--- config.mk ---
export PLATFORM = sky130hd
export DESIGN_NAME = grid_pixel_pipe
export DESIGN_NICKNAME = d
export VERILOG_FILES = /design/src/rtl/grid_pixel_pipe.sv
export SDC_FILE = /design/constraint.sdc
export NUM_CORES = 1
export LEC_CHECK = 0
export ABC_AREA = 1
export CAP_MARGIN = 20
export CORE_MARGIN = 10
export CORE_UTILIZATION = 40
export DETAILED_ROUTE_END_ITERATION = 12
export GPL_ROUTABILITY_DRIVEN = 0
export PLACE_DENSITY_LB_ADDON = 0.08
export SETUP_SLACK_MARGIN = 0.3
export SYNTH_ARGS = -nofsm -noshare
export SYNTH_HDL_FRONTEND = slang
export SYNTH_SLANG_ARGS = --single-unit
--- constraint.sdc ---
create_clock -name i_clk -period 2.67 [get_ports i_clk]
set_input_delay 0.4005 -clock i_clk [delete_from_list [all_inputs] [get_ports i_clk]]
set_output_delay 0.4005 -clock i_clk [all_outputs]
set_load 0.01 [all_outputs]
--- src/rtl/grid_pixel_pipe.sv ---
// Two-stage pixel merge: mouse overlay, cell-grid border, word glyphs and bitmap,
// plus a frame-counted blinking cursor cell that inverts glyph/bitmap pixels.
module grid_pixel_pipe #(
    parameter int          CELL_LOG2    = 5,
    parameter int          CW           = 12,
    parameter int          BLINK_FRAMES = 30,
    parameter logic [CW-1:0] FG         = 12'hfff,
    parameter logic [CW-1:0] BG         = 12'h000,
    parameter logic [CW-1:0] GRID_ON    = 12'hccc,
    parameter logic [CW-1:0] GRID_OFF   = 12'h333
) (
    input  logic                   i_clk,
    input  logic                   i_rst,
    input  logic                   i_valid,
    input  logic [9:0]             i_h_cnt,
    input  logic [9:0]             i_v_cnt,
    input  logic                   i_grid_en,
    input  logic                   i_mouse_en,
    input  logic [CW-1:0]          i_mouse_pixel,
    input  logic                   i_mem_pixel,
    input  logic                   i_word_en,
    input  logic                   i_word_pixel,
    input  logic                   i_cursor_en,
    input  logic [9-CELL_LOG2:0]   i_cursor_col,
    input  logic [9-CELL_LOG2:0]   i_cursor_row,
    output logic [CW-1:0]          o_pixel,
    output logic                   o_pixel_valid,
    output logic                   o_blink_phase
);
    localparam int FCW = (BLINK_FRAMES > 1) ? $clog2(BLINK_FRAMES) : 1;
    localparam logic [FCW-1:0] FC_LAST = FCW'(BLINK_FRAMES - 1);

    typedef struct packed {
        logic          border;
        logic          cur_on;
        logic          mouse_en;
        logic [CW-1:0] mouse_pixel;
        logic          grid_en;
        logic          mem;
        logic          word_en;
        logic          word_pixel;
    } s1_t;

    logic [1:0]     r_vld_pipe;
    s1_t            r_s1;
    s1_t            w_s1;
    logic           r_tick_cond_d;
    logic [FCW-1:0] r_frame_cnt;
    logic [CW-1:0]  r_pixel;
    logic           w_tick_cond;
    logic           w_tick;
    logic           w_border;
    logic           w_hit;
    logic [CW-1:0]  w_base;
    logic           w_inv;

    wire [CELL_LOG2-1:0] w_h_lo = i_h_cnt[CELL_LOG2-1:0];
    wire [CELL_LOG2-1:0] w_v_lo = i_v_cnt[CELL_LOG2-1:0];

    assign w_border = (w_h_lo == '0) || (&w_h_lo) || (w_v_lo == '0) || (&w_v_lo);
    assign w_hit    = i_cursor_en && !w_border
                   && (i_h_cnt[9:CELL_LOG2] == i_cursor_col)
                   && (i_v_cnt[9:CELL_LOG2] == i_cursor_row);

    // Edge detect so a held (0,0) position ticks once even with a slow pixel clock.
    assign w_tick_cond = i_valid && (i_h_cnt == '0) && (i_v_cnt == '0);
    assign w_tick      = w_tick_cond && !r_tick_cond_d;

    always_comb begin
        w_s1.border      = w_border;
        w_s1.cur_on      = w_hit && o_blink_phase;
        w_s1.mouse_en    = i_mouse_en;
        w_s1.mouse_pixel = i_mouse_pixel;
        w_s1.grid_en     = i_grid_en;
        w_s1.mem         = i_mem_pixel;
        w_s1.word_en     = i_word_en;
        w_s1.word_pixel  = i_word_pixel;
    end

    always_ff @(posedge i_clk or posedge i_rst) begin
        if (i_rst) begin
            r_tick_cond_d <= 1'b0;
            r_frame_cnt   <= '0;
            o_blink_phase <= 1'b0;
        end else begin
            r_tick_cond_d <= w_tick_cond;
            if (w_tick) begin
                if (r_frame_cnt == FC_LAST) begin
                    r_frame_cnt   <= '0;
                    o_blink_phase <= ~o_blink_phase;
                end else begin
                    r_frame_cnt <= r_frame_cnt + 1'b1;
                end
            end
        end
    end

    // Cursor inversion only applies to glyph/bitmap colours, never mouse or border.
    always_comb begin
        w_base = BG;
        w_inv  = 1'b0;
        if (!r_vld_pipe[0])
            w_base = '0;
        else if (r_s1.mouse_en)
            w_base = r_s1.mouse_pixel;
        else if (r_s1.border && r_s1.grid_en)
            w_base = r_s1.mem ? GRID_ON : GRID_OFF;
        else begin
            if (r_s1.word_en)
                w_base = r_s1.word_pixel ? FG : BG;
            else
                w_base = r_s1.mem ? FG : BG;
            w_inv = r_s1.cur_on;
        end
    end

    always_ff @(posedge i_clk or posedge i_rst) begin
        if (i_rst) begin
            r_vld_pipe <= '0;
            r_s1       <= '0;
            r_pixel    <= '0;
        end else begin
            r_vld_pipe <= {r_vld_pipe[0], i_valid};
            r_s1       <= w_s1;
            r_pixel    <= w_inv ? ~w_base : w_base;
        end
    end

    assign o_pixel       = r_pixel;
    assign o_pixel_valid = r_vld_pipe[1];
endmodule

==> impl_metrics.env <==
export IMPL_critPathCapture="o_blink_phase"
export IMPL_max_cap_violations=0
export IMPL_period_needed_ps=1660
export IMPL_antenna_found_initial=0
export IMPL_numCtsBuffers=5
export IMPL_overflow=0
export IMPL_fillers=410
export IMPL_grt_pass1_vias=1492
export IMPL_r2r_start="r_frame_cnt[0]"
export IMPL_cpPeakStageDelay_ps=580
export IMPL_finalSetupViolations=0
export IMPL_ant_nets=0
export IMPL_grtUsageMet3_pct=5.70
export IMPL_design_die_area_mm2=0.00778
export IMPL_ys_flop_type="dfrtp_1"
export IMPL_critPathTopFamily="buffers and inverters"
export IMPL_fin_crit_sh_pct=62.3
export IMPL_hold_violations=0
export IMPL_multiInputGateArea_um2=736
export IMPL_path_class="reg -> out"
export IMPL_regArea_mm2=0.00100
export IMPL_power_per_cell_area_mw_per_mm2=500
export IMPL_reg2reg_to="r_frame_cnt[0]"
export IMPL_track_usage_pct=11.0
export IMPL_post_cts_buffers=0
export IMPL_yosysTopAreaCell="dfrtp_1"
export IMPL_ys_top_cells_by_area="dfrtp_1 (54%), nand2_1 (15%), nand3_1 (5.9%)"
export IMPL_clk_root_buffer_cell="clkbuf_8"
export IMPL_synth_cell_type_count=26
export IMPL_netlist_instances=223
export IMPL_clkTransAtPathRegs_ps=70
export IMPL_cts_sinks=40
export IMPL_yosysMostFrequentCell="nand2_1"
export IMPL_gr_usage_met1_pct=10.9
export IMPL_syn_num_nets=276
export IMPL_arrival_ps=1260
export IMPL_dp_final_hpwl_um=3340
export IMPL_worst_pin_slew_ps=482
export IMPL_worst_path_stages=1
export IMPL_ir_drop_mv=0.206
export IMPL_use_met2_pct=18.9
export IMPL_portBuffers=64
export IMPL_synth_seq_area_share_pct=53.8
export IMPL_grt_start_max_net_pins=41
export IMPL_crit_start="o_blink_phase"
export IMPL_cp_slowest_cell="clkdlybuf4s50_1"
export IMPL_synth_edff_count=0
export IMPL_syn2layout_area_growth_pct=43.3
export IMPL_ctsHoldBuffers=0
export IMPL_cp_start_kind="flip-flop"
export IMPL_reg2regPathDepth=5
export IMPL_relSlewSlack_pct=67.9
export IMPL_regToRegSetupSlack_ps=1290
export IMPL_final_max_slew_viol_count=0
export IMPL_dr_pass1_iters=4
export IMPL_grt_first_pass_wirelength_um=6710
export IMPL_ys_ff_latch=40
export IMPL_hold_ws_ps=529
export IMPL_fin_area_mm2=0.00267
export IMPL_synthTopCellsByCount="nand2_1 (72), dfrtp_1 (40), inv_1 (26)"
export IMPL_pin_count=65
export IMPL_drive_above_1_share_pct=7.22
export IMPL_syn_area_per_cell_um2=8.35
export IMPL_critPathMaxFanout=4
export IMPL_leakagePower_uw=0.00131
export IMPL_vias=1591
export IMPL_grt_busiest_layer="met2"
export IMPL_total_power_uw=1340
export IMPL_clock_latency_ps=280
export IMPL_rows=24
export IMPL_drc_errors=0
export IMPL_finClkSkew_ps=3.83
export IMPL_h_tree_depth=2
export IMPL_crit_required_ps=2270
export IMPL_yosysWarnings=0
export IMPL_fin_util_pct=60.1
export IMPL_hp_class="in -> async"
export IMPL_cts_resized_gates=0
export IMPL_fp_dieH_um=88.2
export IMPL_die_width_um=88.2
export IMPL_fmax_mhz=601
export IMPL_drt_iter0_drc=37
export IMPL_cts_tree="built"
export IMPL_coreArea_mm2=0.00444
export IMPL_placed_area_mm2=0.00255
export IMPL_n_antenna_cell=0
export IMPL_path_buf_inv=1
export IMPL_finalNetCount=343
export IMPL_status="finished clean"
export IMPL_fin_setup_tns_ps=0
export IMPL_end_kind="output port"
export IMPL_start_util_pct=41.9
export IMPL_wire_per_inst_um=11.7
export IMPL_wl_um=4010
export IMPL_rsz0062_at_grt="false"
export IMPL_syn_cell_area_mm2=0.00186
export IMPL_async_flop_share_pct=100
export IMPL_viasPerCell=4.64
export IMPL_crit_chain="clkdlybuf4s50_1"
export IMPL_yosysTopAreaCellShare_pct=53.8
export IMPL_clk_path_buf_depth=2
-- cell usage in the layout, fill, tap and decap left out --
master and instances:
nor2_2 2, ha_1 2, o211ai_1 1, a31o_2 1, o22ai_1 1, a21oi_1 1
nor3_1 4, nand2_1 72, clkinv_4 1, nand4_1 7, o2111ai_1 1, xor2_1 5
nor2_4 1, inv_1 26, nand3_1 22, buf_4 1, nor2_1 16, o21ai_0 2
clkdlybuf4s50_1 64, bufinv_16 1, nor4_1 1, clkbuf_8 6, dfrtp_1 40, or2_2 4
o21ai_1 5, nand2_4 1, nand4_2 1, nand2_2 2
-- layer usage --
layer	up-vias	share of wire [%]	wire, um
li1	837	-	-
met1	703	39	1570
met2	45	51	2030
met3	6	8.6	344
met4	0	1.8	72
met5	-	0	0
-- report_power, final --
part | internal (uW) | switching [uW] | leakage, uW | total, uW
Clock | 305 | 199 | 0.0000614 | 505
Combinational | 112 | 74.4 | 0.000755 | 186
Sequential | 633 | 12.1 | 0.000493 | 645
Total | 1050 | 286 | 0.00131 | 1340
-- logic make-up (layout without fill, tap and decap cells) --
family	after synthesis	after routing	synth area share (%)
simple gates	133	133	32.0
compound gates	12	12	3.83
flops	40	40	53.8
xor+xnor	5	5	2.35
buf+inv	31	99	6.72
fa+ha+maj	2	2	1.34
-- area by class of cell --
type                       count  share of cell area [%]
inverter                      26                    3.66
timing repair buffer          65                    24.3
sequential                    40                    37.5
clock inverter                 2                    1.45
clock buffer                   6                    3.09
tap                           52                    2.44
multi-input combinational    152                    27.6
-- worst min-delay path by stage --
| stage | endpoint | depth (start not counted) |
|---|---|---|
| 3_3_place_gp | o_pixel[3] | 4 |
| 4_1_cts | r_frame_cnt[3] | 3 |
| 3_5_place_dp | o_pixel[3] | 4 |
| 5_1_grt | r_s1[3] | 1 |
| 6_report | r_frame_cnt[3] | 3 |
| 2_1_floorplan | r_s1[0] | 0 |
-- through the flow --
stage | worst slack (ps) | std cells
finish | 1010 | 343
floorplan | 1350 | 223
global route | 932 | 343
detailed placement | 861 | 335
global placement | 885 | 335
CTS | 988 | 343
-- state kept, by name, summed over array words and instances, names as in the netlist --
name           flops
r_s1              19
r_vld_pipe         2
o_blink_phase      1
r_tick_cond_d      1
r_frame_cnt        5
o_pixel           12
Power figures use the tool's default switching activity.
